===== src/rtl/seq_player.sv =====
// Sequence game engine: grows a random 2-bit symbol sequence one round at a time,
// plays it out for display, then checks the player's presses against it.
module seq_player #(
   parameter int MAX_LEN    = 16,
   parameter int ON_CYCLES  = 8,
   parameter int OFF_CYCLES = 4,
   localparam int LW = $clog2(MAX_LEN + 1)
) (
   input  logic          CLK,
   input  logic          RST,
   input  logic [1:0]    RAND,
   input  logic          START,
   input  logic          BTN_VALID,
   input  logic [1:0]    BTN,
   output logic          SHOW_VALID,
   output logic [1:0]    SHOW,
   output logic [LW-1:0] LEVEL,
   output logic          BUSY,
   output logic          WIN,
   output logic          FAIL
);

   localparam int IW     = $clog2(MAX_LEN);
   localparam int PH_MAX = (ON_CYCLES > OFF_CYCLES) ? ON_CYCLES : OFF_CYCLES;
   localparam int CW     = $clog2(PH_MAX + 1);

   localparam logic [2:0] S_IDLE     = 3'd0;
   localparam logic [2:0] S_APPEND   = 3'd1;
   localparam logic [2:0] S_SHOW_ON  = 3'd2;
   localparam logic [2:0] S_SHOW_OFF = 3'd3;
   localparam logic [2:0] S_WAIT_IN  = 3'd4;
   localparam logic [2:0] S_WIN      = 3'd5;
   localparam logic [2:0] S_FAIL     = 3'd6;

   logic [2:0]    state, state_nxt;
   logic [LW-1:0] len, len_nxt;
   logic [IW-1:0] idx, idx_nxt;
   logic [CW-1:0] cnt, cnt_nxt;
   logic          wr_en;
   logic [1:0]    sym_nxt;
   logic          last;
   logic [1:0]    mem [MAX_LEN];

   assign last  = (LW'(idx) == len - LW'(1));
   assign LEVEL = len;

   always_comb begin
      // NOTE: every signal gets a default before the case so no path can infer a latch.
      state_nxt = state;
      len_nxt   = len;
      idx_nxt   = idx;
      cnt_nxt   = cnt;
      wr_en     = 1'b0;
      if (START) begin
         state_nxt = S_APPEND;
         len_nxt   = '0;
         idx_nxt   = '0;
         cnt_nxt   = '0;
      end else begin
         case (state)
            S_APPEND: begin
               wr_en     = 1'b1;
               len_nxt   = len + LW'(1);
               idx_nxt   = '0;
               cnt_nxt   = '0;
               state_nxt = S_SHOW_ON;
            end
            S_SHOW_ON: begin
               if (cnt == CW'(ON_CYCLES - 1)) begin
                  cnt_nxt   = '0;
                  state_nxt = S_SHOW_OFF;
               end else begin
                  cnt_nxt = cnt + CW'(1);
               end
            end
            S_SHOW_OFF: begin
               if (cnt == CW'(OFF_CYCLES - 1)) begin
                  cnt_nxt = '0;
                  if (last) begin
                     idx_nxt   = '0;
                     state_nxt = S_WAIT_IN;
                  end else begin
                     idx_nxt   = idx + IW'(1);
                     state_nxt = S_SHOW_ON;
                  end
               end else begin
                  cnt_nxt = cnt + CW'(1);
               end
            end
            S_WAIT_IN: begin
               if (BTN_VALID) begin
                  if (BTN != mem[idx]) begin
                     state_nxt = S_FAIL;
                  end else if (!last) begin
                     idx_nxt = idx + IW'(1);
                  end else if (len == LW'(MAX_LEN)) begin
                     state_nxt = S_WIN;
                  end else begin
                     state_nxt = S_APPEND;
                  end
               end
            end
            default: ;
         endcase
      end
   end

   // A symbol written this edge can be the one displayed next cycle, so bypass it.
   assign sym_nxt = (wr_en && IW'(len) == idx_nxt) ? RAND : mem[idx_nxt];

   // NOTE: the sequence memory has no reset; contents are only ever read after being written.
   always_ff @(posedge CLK) begin
      if (wr_en) mem[IW'(len)] <= RAND;
   end

   always_ff @(posedge CLK or posedge RST) begin
      if (RST) begin
         state      <= S_IDLE;
         len        <= '0;
         idx        <= '0;
         cnt        <= '0;
         SHOW_VALID <= 1'b0;
         SHOW       <= '0;
         BUSY       <= 1'b0;
         WIN        <= 1'b0;
         FAIL       <= 1'b0;
      end else begin
         state      <= state_nxt;
         len        <= len_nxt;
         idx        <= idx_nxt;
         cnt        <= cnt_nxt;
         SHOW_VALID <= (state_nxt == S_SHOW_ON);
         SHOW       <= (state_nxt == S_SHOW_ON) ? sym_nxt : 2'd0;
         BUSY       <= (state_nxt == S_APPEND) || (state_nxt == S_SHOW_ON) ||
                       (state_nxt == S_SHOW_OFF) || (state_nxt == S_WAIT_IN);
         WIN        <= (state_nxt == S_WIN);
         FAIL       <= (state_nxt == S_FAIL);
      end
   end

endmodule


===== config.mk =====
export PLATFORM = sky130hd
export DESIGN_NAME = seq_player
export DESIGN_NICKNAME = d
export VERILOG_FILES = /design/src/rtl/seq_player.sv
export SDC_FILE = /design/constraint.sdc
export NUM_CORES = 1
export LEC_CHECK = 0
export BUFFER_PORTS_ARGS = -buffer_cell sky130_fd_sc_hd__buf_2
export CAP_MARGIN = 30
export CORE_MARGIN = 8
export CORE_UTILIZATION = 40
export CTS_CLUSTER_SIZE = 16
export DETAILED_ROUTE_END_ITERATION = 8
export SYNTH_ARGS = -nofsm -noshare
export SYNTH_HDL_FRONTEND = slang
export SYNTH_SLANG_ARGS = --single-unit

===== constraint.sdc =====
create_clock -name CLK -period 3.5 [get_ports CLK]
set_input_delay 0.35 -clock CLK [delete_from_list [all_inputs] [get_ports CLK]]
set_output_delay 0.35 -clock CLK [all_outputs]
set_load 0.03 [all_outputs]

==> results of run 1 <==
-- sequential cells by signal (all words and copies together) (netlist names) --
register	count
WIN	1
SHOW	2
LEVEL	5
mem	32
FAIL	1
idx	4
state	3
SHOW_VALID	1
BUSY	1
cnt	4
-- metal layers --
| metal | track usage, % | routed length [µm] | vias up | share of wire (%) |
|---|---|---|---|---|
| li1 | - | - | 1216 | - |
| met1 | 18.0 | 3470 | 1199 | 44 |
| met2 | 23.4 | 3940 | 69 | 50 |
| met3 | 2.24 | 358 | 6 | 4.6 |
| met4 | 4.32 | 99 | 0 | 1.3 |
| met5 | 0 | 0 | - | 0 |
-- cells by family (layout without fill, tap and decap cells) --
kind of cell | Yosys count | in the layout | share of synthesized area (%)
DFF | 54 | 54 | 46.3
and+or+nand+nor | 118 | 118 | 19.1
xor gates and xnor gates | 9 | 9 | 2.41
muxes | 30 | 30 | 9.20
AOI/OAI and AO/OA | 67 | 67 | 15.5
adders and majority gates | 8 | 8 | 3.07
buffers and inverters | 29 | 56 | 4.41
-- power by group --
part           leakage, nW  total [W]  internal, W  switching, W
Clock               0.0658   0.000485     0.000283      0.000202
Combinational        0.855   0.000189    0.0000702      0.000119
Sequential           0.580   0.000696     0.000687    0.00000873
-- metrics by stage --
stage / utilization, % / cell area [µm²] / worst slack [ps]
floorplan: - / 3260 / 4.24
global placement: 43.7 / 3520 / 142
detailed placement: 43.7 / 3520 / 64.6
CTS: 45.4 / 3650 / 6.67
global route: 45.8 / 3690 / -8.11
finish: 45.8 / 3690 / 249
-- cells in the final DEF (no fill, tap or decap), drive strengths merged, types with 3 or more instances in the layout --
cell	netlist	final
buf	8	33
edfxtp	32	32
nand2	31	31
mux2i	30	30
nor2	29	29
dfrtp	22	22
o21ai	17	17
inv	15	15
a22oi	12	12
nor3	11	11
and3	9	9
a21oi	9	9
xnor2	8	8
ha	8	8
nor2b	8	8
nand3	5	5
clkbuf	6	5
a31oi	4	4
nand4	4	4
o2111ai	4	4
nor4b	3	3
nand4b	3	3
nor3b	3	3
a21boi	3	3
-- repair_timing --
| action | CTS | global route |
|---|---|---|
| resized for setup | 0 | 7 |
| setup buffers | 0 | 2 |
| endpoints found under the setup margin | 0 | 2 |
-- worst max-delay path, stage by stage, from the launching register on --
cell and delay, ps:
dfrtp_1 440, nor3b_2 250, a32oi_1 180, a2111oi_4 510, inv_1 150, ha_1 210
nand2_1 50, o21ai_0 70, a21oi_1 160, a211oi_1 70, o311a_1 180, a21boi_1 180
a22oi_1 230, nand4b_1 100, and3_1 200, nor3_2 190
-- cell type report --
cell class              instances  area, µm²  area share, %
clock inverters                 3       63.8           1.73
well taps                     105        131           3.56
flip-flops and latches         54       1510           41.1
multi-input cells             232       1630           44.1
clock buffers                   5       68.8           1.87
repair buffers                 33        228           6.18
inverters                      15       56.3           1.53
-- worst min path at each step --
stage / from / end / cells past startpoint
CTS: RST / SHOW[1] / 2
finish: RST / LEVEL[4] / 2
global placement: cnt[1] / cnt[1] / 2
floorplan: RST / BUSY / 1
detailed placement: cnt[0] / cnt[0] / 1
global route: RST / SHOW[1] / 2
-- Yosys cell counts (2+ instances only) --
cell type / count / share of area, %
a21boi_0: 3 / 0.69
a21o_1: 2 / 0.46
a21oi_1: 9 / 1.4
a22oi_1: 11 / 2.5
a31oi_1: 4 / 0.77
and3_1: 9 / 1.7
and3b_1: 2 / 0.54
buf_4: 5 / 1.1
buf_6: 2 / 0.69
clkbuf_1: 6 / 0.69
dfrtp_1: 22 / 17
edfxtp_1: 32 / 29
ha_1: 8 / 3.1
inv_1: 15 / 1.7
mux2i_1: 30 / 9.2
nand2_1: 31 / 3.6
nand2b_1: 2 / 0.38
nand3_1: 5 / 0.77
nand4_1: 4 / 0.77
nand4b_1: 3 / 0.81
nor2_1: 29 / 3.3
nor2b_1: 8 / 1.5
nor3_1: 9 / 1.4
nor3b_1: 2 / 0.46
nor4b_1: 3 / 0.81
o2111ai_1: 4 / 1.1
o21ai_0: 16 / 2.5
or2_2: 2 / 0.38
xnor2_1: 8 / 2.1
==> parameters.txt, run 1 <==
Parameter                              Value

Timing
  Final number of hold-violating endpoints    0
  Finish-stage setup viols    0
  Worst Max-Slew Pin Slew    901 ps
  Final Max Tran Viols    0
  Tcrit/Tclk final    92.9%
  Min cycle time layout    3250 ps
  Post-route worst hold slack    222 ps
  Worst setup skew after layout    11.1 ps
  Total negative setup slack    0 ps
  Slew HR    39.9%
  Peak clock frequency supported by timing    308 MHz

Placement
  Buffers added on ports    18
  Gp weighted congestion    0.917
  DP Wirelength    5.97 mm
  Number of placed instances, taps included    437

Worst setup path
  Number of cells traversed by the worst register-to-register path    15
  Kind of end point of the critical path    flip-flop
  Launching element type of the critical path    flip-flop
  R2R setup slack    250 ps
  Reg-to-reg startpoint    LEVEL[4]
  Critical path start-end classification    reg -> reg
  Crit path from    LEVEL[4]
  Data required time at the worst endpoint    3720 ps
  Termination of the worst setup path    SHOW[1]
  Data arrival time of the worst path    3480 ps
  Critical register-to-register path endpoint    SHOW[1]
  Critical path peak fanout    6

Die
  Die span in x    106 µm
  Cell Rows    33
  DIE AREA    11300 µm²
  I/O pin count    19
  Initial core utilization    40.5%
  Core area    8050 µm²
  Die height    106 µm

Synthesis
  Yosys reg bits    54
  Most used DFF post-synth    edfxtp_1
  Gate Count Post-Synth    315
  Total of warnings raised by yosys    0
  Mean post-synth cell area    10.4 µm²
  Proportion of synthesized flip-flops having asynchronous set or reset    40.7%
  Sequential area share after synthesis    46.3%
  Post-synth cell types    58
  EDFF count, synth    32
  Post-Synthesis Net Count    331
  Cell area after synthesis    3260 µm²

Run
  Count of max-cap constraint violations    0

Drt
  DRT antenna net count    0
  Routed len/inst    17.6 µm
  First-iteration detailed-routing DRC count    248
  Number of remaining DRC errors    0
  Routed wire length    7.87 mm
  First-pass iteration count of the detailed router    5
  DR vias    2490
  Via density per instance    5.57

Clock tree
  Clock root cell    clkbuf_8
  Clock transition at the registers of the reported paths    100 ps
  Clock Tree Buf Depth    2
  Number of buffers inserted by hold repair at cts    0
  Number of sinks handled by clock tree synthesis    54
  Num CTS Buffers    5
  H-tree Lvls    2
  Source-to-sink clock delay at the later pin of the worst-skew pair    300 ps
  TritonCTS clock tree    done

Layout
  Fillers    773
  Fraction of final layout cells with drive strength greater than 1    17.0%
  Area grow syn2layout    13.0%
  Cell Count, Final, Fillers Out    447
  Number of nets in the final layout    357
  Ant. Diodes    0

Power
  Design Power    0.00137 W
  PwrDens    372 nW/µm²
  Cell leakage power    1.50 nW
  Maximum ir drop on the vdd rail    192 µV

GRT
  Vias in the first global route    2464
  Number of antenna violations at the first check in global routing    0
  Largest net degree at the start of global routing    23
  First-pass GRT wire length    12.5 mm
  Sum of overflow across all layers after global routing    0
  Global routing usage summed across all routing layers    13.9%

Run status
  Outcome    completed

Min path
  Min-delay worst type    in -> async
Note: power is estimated with default switching activity, not from simulation.
==> run 2, diff against run 1 <==
--- a/config.mk
+++ b/config.mk
@@ -8,9 +8,10 @@
 export BUFFER_PORTS_ARGS = -buffer_cell sky130_fd_sc_hd__buf_2
 export CAP_MARGIN = 30
 export CORE_MARGIN = 8
-export CORE_UTILIZATION = 40
+export CORE_UTILIZATION = 55
 export CTS_CLUSTER_SIZE = 16
 export DETAILED_ROUTE_END_ITERATION = 8
+export PLACE_DENSITY = 0.76
 export SYNTH_ARGS = -nofsm -noshare
 export SYNTH_HDL_FRONTEND = slang
 export SYNTH_SLANG_ARGS = --single-unit
==> run 2 against run 1 <==
  * First-iteration DRC count is 29% lower
  * Clock power down 27%
  * Die area down 23%
  * Largest cell class unchanged
  * Combinational power shrank 4%
==> parameters.txt, run 2 (synthesis gave the netlist of run 1 again) <==
Parameter                              Value

Run status
  Outcome    completed

Clock tree
  Number of buffers inserted by hold repair at cts    0
  Number of sinks handled by clock tree synthesis    54
  Num CTS Buffers    5
  Clock Tree Buf Depth    2
  H-tree Lvls    2
  Clock transition at the registers of the reported paths    100 ps
  Clock root cell    clkbuf_8
  TritonCTS clock tree    done
  Source-to-sink clock delay at the later pin of the worst-skew pair    310 ps

Layout
  Number of nets in the final layout    355
  Area grow syn2layout    9.05%
  Fraction of final layout cells with drive strength greater than 1    15.9%
  Ant. Diodes    0
  Cell Count, Final, Fillers Out    415
  End-of-flow core utilization    61.2%
  Leading cell types in the layout, fill and taps excluded    edfxtp_1, nand2_1, mux2i_1, nor2_1, dfrtp_1
  Most common library cell in the layout ignoring fill and taps    edfxtp_1
  Top reg by flops    mem
  Max FFs per register    32

GRT
  Met2 layer usage reported by global route    28.6%
  Layer carrying the most global-route usage    met2
  Global Route met3 Usage    3.29%
  Vias in the first global route    2418
  First-pass GRT wire length    12.1 mm
  Largest net degree at the start of global routing    23
  Global routing usage summed across all routing layers    17.7%
  Sum of overflow across all layers after global routing    0
  Met1 usage in global routing    23.2%
  Number of antenna violations at the first check in global routing    0

Worst setup path
  Launching element type of the critical path    flip-flop
  Critical path peak fanout    8
  Data arrival time of the worst path    3520 ps
  Kind of end point of the critical path    flip-flop
  Critical path start-end classification    reg -> reg
  Data required time at the worst endpoint    3730 ps

Drt
  First-pass iteration count of the detailed router    4
  Routed wire length    7.43 mm
  Via density per instance    6.05
  DR vias    2512
  Number of remaining DRC errors    0
  First-iteration detailed-routing DRC count    176
  Routed len/inst    17.9 µm
  DRT antenna net count    0

Placement
  DP Wirelength    5.61 mm
  Gp weighted congestion    1.00
  Number of placed instances, taps included    405
  Buffers added on ports    18

Min path
  Min-delay worst type    in -> async

Timing
  Min cycle time layout    3290 ps
  Finish-stage setup viols    0
  Final Max Tran Viols    0
  Final number of hold-violating endpoints    0
  Peak clock frequency supported by timing    304 MHz
  Worst setup skew after layout    11.0 ps
  Worst Max-Slew Pin Slew    853 ps
  Tcrit/Tclk final    94.0%
  Slew HR    43.1%

Die
  I/O pin count    19
  Core area    5820 µm²
  Cell Rows    28
  Initial core utilization    56.1%
  Die height    93.0 µm
  DIE AREA    8660 µm²
  Die span in x    93.0 µm

Power
  Cell leakage power    1.46 nW
  PwrDens    346 nW/µm²
  Maximum ir drop on the vdd rail    231 µV
  Design Power    0.00123 W

Run
  Count of max-cap constraint violations    0
-- run 2: cell types whose count changed in the layout (fill, tap and decap cells not counted), sizes merged --
cell      before  now
buf           33   31
bufinv         2    0
clkinv         1    2
clkinvlp       0    1
-- run 2: power breakdown --
group | leakage, nW | internal (W) | total [W] | switching (W)
clock | 0.0441 | 0.000141 | 0.000353 | 0.000212
sequential | 0.581 | 0.000687 | 0.000698 | 0.0000111
combinational | 0.831 | 0.0000678 | 0.000182 | 0.000114
-- run 2: area by class of cell --
| cell class | instances | area [µm²] |
|---|---|---|
| Fill cell | 509 | 2260 |
| Multi-Input combinational cell | 232 | 1620 |
| Sequential cell | 54 | 1510 |
| Timing Repair Buffer | 31 | 188 |
| Tap cell | 75 | 93.8 |
| Clock buffer | 5 | 68.8 |
| Inverter | 15 | 56.3 |
| Clock inverter | 3 | 21.3 |
-- run 2: stage by stage --
step | worst slack (ps) | setup TNS (ps) | hold WS (ps) | area [µm²]
2_1_floorplan | 4.24 | 0 | 339 | 3260
3_3_place_gp | 287 | 0 | 502 | 3440
3_5_place_dp | 212 | 0 | 529 | 3440
4_1_cts | 142 | 0 | 236 | 3530
5_1_grt | -4.73 | -4.73 | 279 | 3560
6_report | 211 | 0 | 197 | 3560
-- run 2: worst paths after layout --
path                            cells after the start  slack (ps)         to  startpoint
worst max-delay path                               17         210    SHOW[1]    LEVEL[0]
worst min-delay path                                2         200   LEVEL[1]         RST
worst max register to register                     17         210    SHOW[1]    LEVEL[0]
worst min register to register                      1         540     cnt[0]      cnt[0]
max in group asynchronous                           2        2730     idx[2]         RST
min in group CLK                                    1         420  mem[3][0]     RAND[0]
-- run 2: worst max-delay path: stages, from the launching register on --
cell	delay [ps]
dfrtp_1	390
inv_1	130
ha_2	310
xnor2_1	240
a2111oi_4	70
buf_4	170
inv_1	100
ha_1	150
nand2_1	40
o21ai_0	90
a21oi_1	80
a211oi_1	230
o311a_1	270
and3b_1	250
a22oi_1	200
nand4_1	120
and3_1	190
nor3_1	160
-- run 2: per-layer routing --
metal	wire, µm	share of wire (%)
met5	0	0
met4	119	1.6
met3	384	5.2
met2	3630	49
met1	3300	44
-- run 2: timing repair --
item / in CTS / in global routing
setup buffers: 0 / 2
setup endpoints to repair: 0 / 2
gates resized for setup: 0 / 4
==> run 3, diff against run 2 <==
--- a/config.mk
+++ b/config.mk
@@ -8,10 +8,10 @@
 export BUFFER_PORTS_ARGS = -buffer_cell sky130_fd_sc_hd__buf_2
 export CAP_MARGIN = 30
 export CORE_MARGIN = 8
-export CORE_UTILIZATION = 55
+export CORE_UTILIZATION = 60
 export CTS_CLUSTER_SIZE = 16
 export DETAILED_ROUTE_END_ITERATION = 8
-export PLACE_DENSITY = 0.76
+export PLACE_DENSITY = 0.79
 export SYNTH_ARGS = -nofsm -noshare
 export SYNTH_HDL_FRONTEND = slang
 export SYNTH_SLANG_ARGS = --single-unit
==> constraint.sdc (replaced) <==
create_clock -name CLK -period 3.7 [get_ports CLK]
set_input_delay 0.37 -clock CLK [delete_from_list [all_inputs] [get_ports CLK]]
set_output_delay 0.37 -clock CLK [all_outputs]
set_load 0.005 [all_outputs]
==> run 3 against run 2 <==
  * Final area fell by 1.2%
  * Register-to-register slack improved by 20 ps
  * Sequential share of layout area rose by 0.48 points
  * Critical path depth fell by 5
  * Sequential power fell by 5.2%
  * Worst hold slack improved by 32 ps
  * First-iteration DRC count rose by 43%
  * Critical path type unchanged
  * Largest cell class unchanged
==> parameters.txt, run 3 (synthesis gave the netlist of run 1 again) <==
Parameter                              Value

Run status
  Outcome    completed

Layout
  Max FFs per register    32
  Fillers    411
  Most common library cell in the layout ignoring fill and taps    edfxtp_1
  Fin area    3520 µm²
  Area grow syn2layout    7.74%
  Fraction of final layout cells with drive strength greater than 1    13.1%
  Cell Count, Final, Fillers Out    408
  Top reg by flops    mem
  Ant. Diodes    0
  Number of nets in the final layout    351
  Leading cell types in the layout, fill and taps excluded    edfxtp_1, nand2_1, mux2i_1, nor2_1, dfrtp_1

Timing
  Final number of hold-violating endpoints    0
  Min cycle time layout    3470 ps
  Total negative setup slack    0 ps
  Peak clock frequency supported by timing    288 MHz
  Post-route worst hold slack    229 ps
  Unrepaired setup endpoints after global routing    no
  Tcrit/Tclk final    93.9%
  Slew HR    41.8%
  Worst Max-Slew Pin Slew    872 ps
  Final Max Tran Viols    0
  Worst setup skew after layout    9.03 ps
  Finish-stage setup viols    0

Die
  Initial core utilization    60.8%
  Cell Rows    27
  Die span in x    89.8 µm
  DIE AREA    8060 µm²
  Core area    5370 µm²
  I/O pin count    19
  Die height    89.8 µm

Worst setup path
  Kind of end point of the critical path    flip-flop
  Data required time at the worst endpoint    3940 ps
  Reg-to-reg startpoint    idx[0]
  R2R setup slack    230 ps
  Data arrival time of the worst path    3710 ps
  Critical path start-end classification    reg -> reg
  Launching element type of the critical path    flip-flop
  Number of cells traversed by the worst register-to-register path    12
  Critical register-to-register path endpoint    SHOW[1]
  Critical path peak fanout    19

GRT
  Vias in the first global route    2376
  Largest net degree at the start of global routing    23
  First-pass GRT wire length    12.1 mm
  Sum of overflow across all layers after global routing    0
  Global routing usage summed across all routing layers    18.3%
  Number of antenna violations at the first check in global routing    0

Clock tree
  TritonCTS clock tree    done
  Num CTS Buffers    5
  Number of sinks handled by clock tree synthesis    54
  Clock transition at the registers of the reported paths    100 ps
  Clock Tree Buf Depth    2
  Number of instances resized during post-cts repair    0
  H-tree Lvls    2
  Number of buffers inserted by hold repair at cts    0
  Post-CTS Setup Inserts    0
  Source-to-sink clock delay at the later pin of the worst-skew pair    310 ps
  Clock root cell    clkbuf_8

Placement
  Buffers added on ports    18
  Cell area reported after detailed placement    3410 µm²
  Gp weighted congestion    0.943
  Number of placed instances, taps included    397
  DP Wirelength    5.66 mm

Min path
  Min-delay worst type    in -> async

Drt
  Via density per instance    6.30
  First-iteration detailed-routing DRC count    252
  Number of remaining DRC errors    0
  DR vias    2572
  DRT antenna net count    0
  Routed wire length    7.62 mm
  First-pass iteration count of the detailed router    5
  Routed len/inst    18.7 µm

Run
  Count of max-cap constraint violations    0

Power
  Maximum ir drop on the vdd rail    275 µV
  Design Power    0.00114 W
  PwrDens    325 nW/µm²
  Cell leakage power    1.44 nW
[run 3: cell type report]
class / instances / area, µm² / area share [%]
flip-flops and latches: 54 / 1510 / 43.0
clock buffers: 8 / 80.1 / 2.28
repair buffers: 27 / 170 / 4.84
well taps: 72 / 90.1 / 2.56
multi-input cells: 232 / 1610 / 45.7
inverters: 15 / 56.3 / 1.60
[run 3: layer usage]
metal	wire [µm]	track usage, %	part of all wire, %	vias to the layer above
li1	-	-	-	1205
met1	3250	24.6	43	1247
met2	3720	29.1	49	107
met3	516	3.08	6.8	13
met4	138	6.06	1.8	0
met5	0	0	0	-
[run 3: where the power goes]
group          switching, W  internal (W)  total (W)
Combinational     0.0000982     0.0000619   0.000160
Sequential        0.0000117      0.000650   0.000662
Clock              0.000186      0.000135   0.000321
[run 3: how the worst max path moves through the flow]
stage / startpoint / end / slack, ps
4_1_cts: LEVEL[4] / SHOW[1] / 290
3_3_place_gp: LEVEL[4] / SHOW[1] / 320
6_report: idx[0] / SHOW[1] / 230
5_1_grt: LEVEL[1] / SHOW[1] / 4
3_5_place_dp: LEVEL[1] / SHOW[1] / 330
2_1_floorplan: LEVEL[0] / SHOW[0] / 380
[run 3: through the flow]
step                worst slack [ps]  utilization, %
floorplan                        380               -
global placement                 317            63.6
detailed placement               330            63.6
CTS                              294            65.1
global route                    3.51            65.5
finish                           227            65.5
[run 3: worst max-delay path: stages (launching register included)]
cell and delay (ps):
dfrtp_1 460, buf_12 220, mux2i_1 330, a22oi_1 160, a21o_1 200, a221oi_1 500
o21ai_0 290, a32oi_2 330, a21boi_0 230, a22oi_1 240, nand4b_1 100, and3_1 190
nor3_1 150
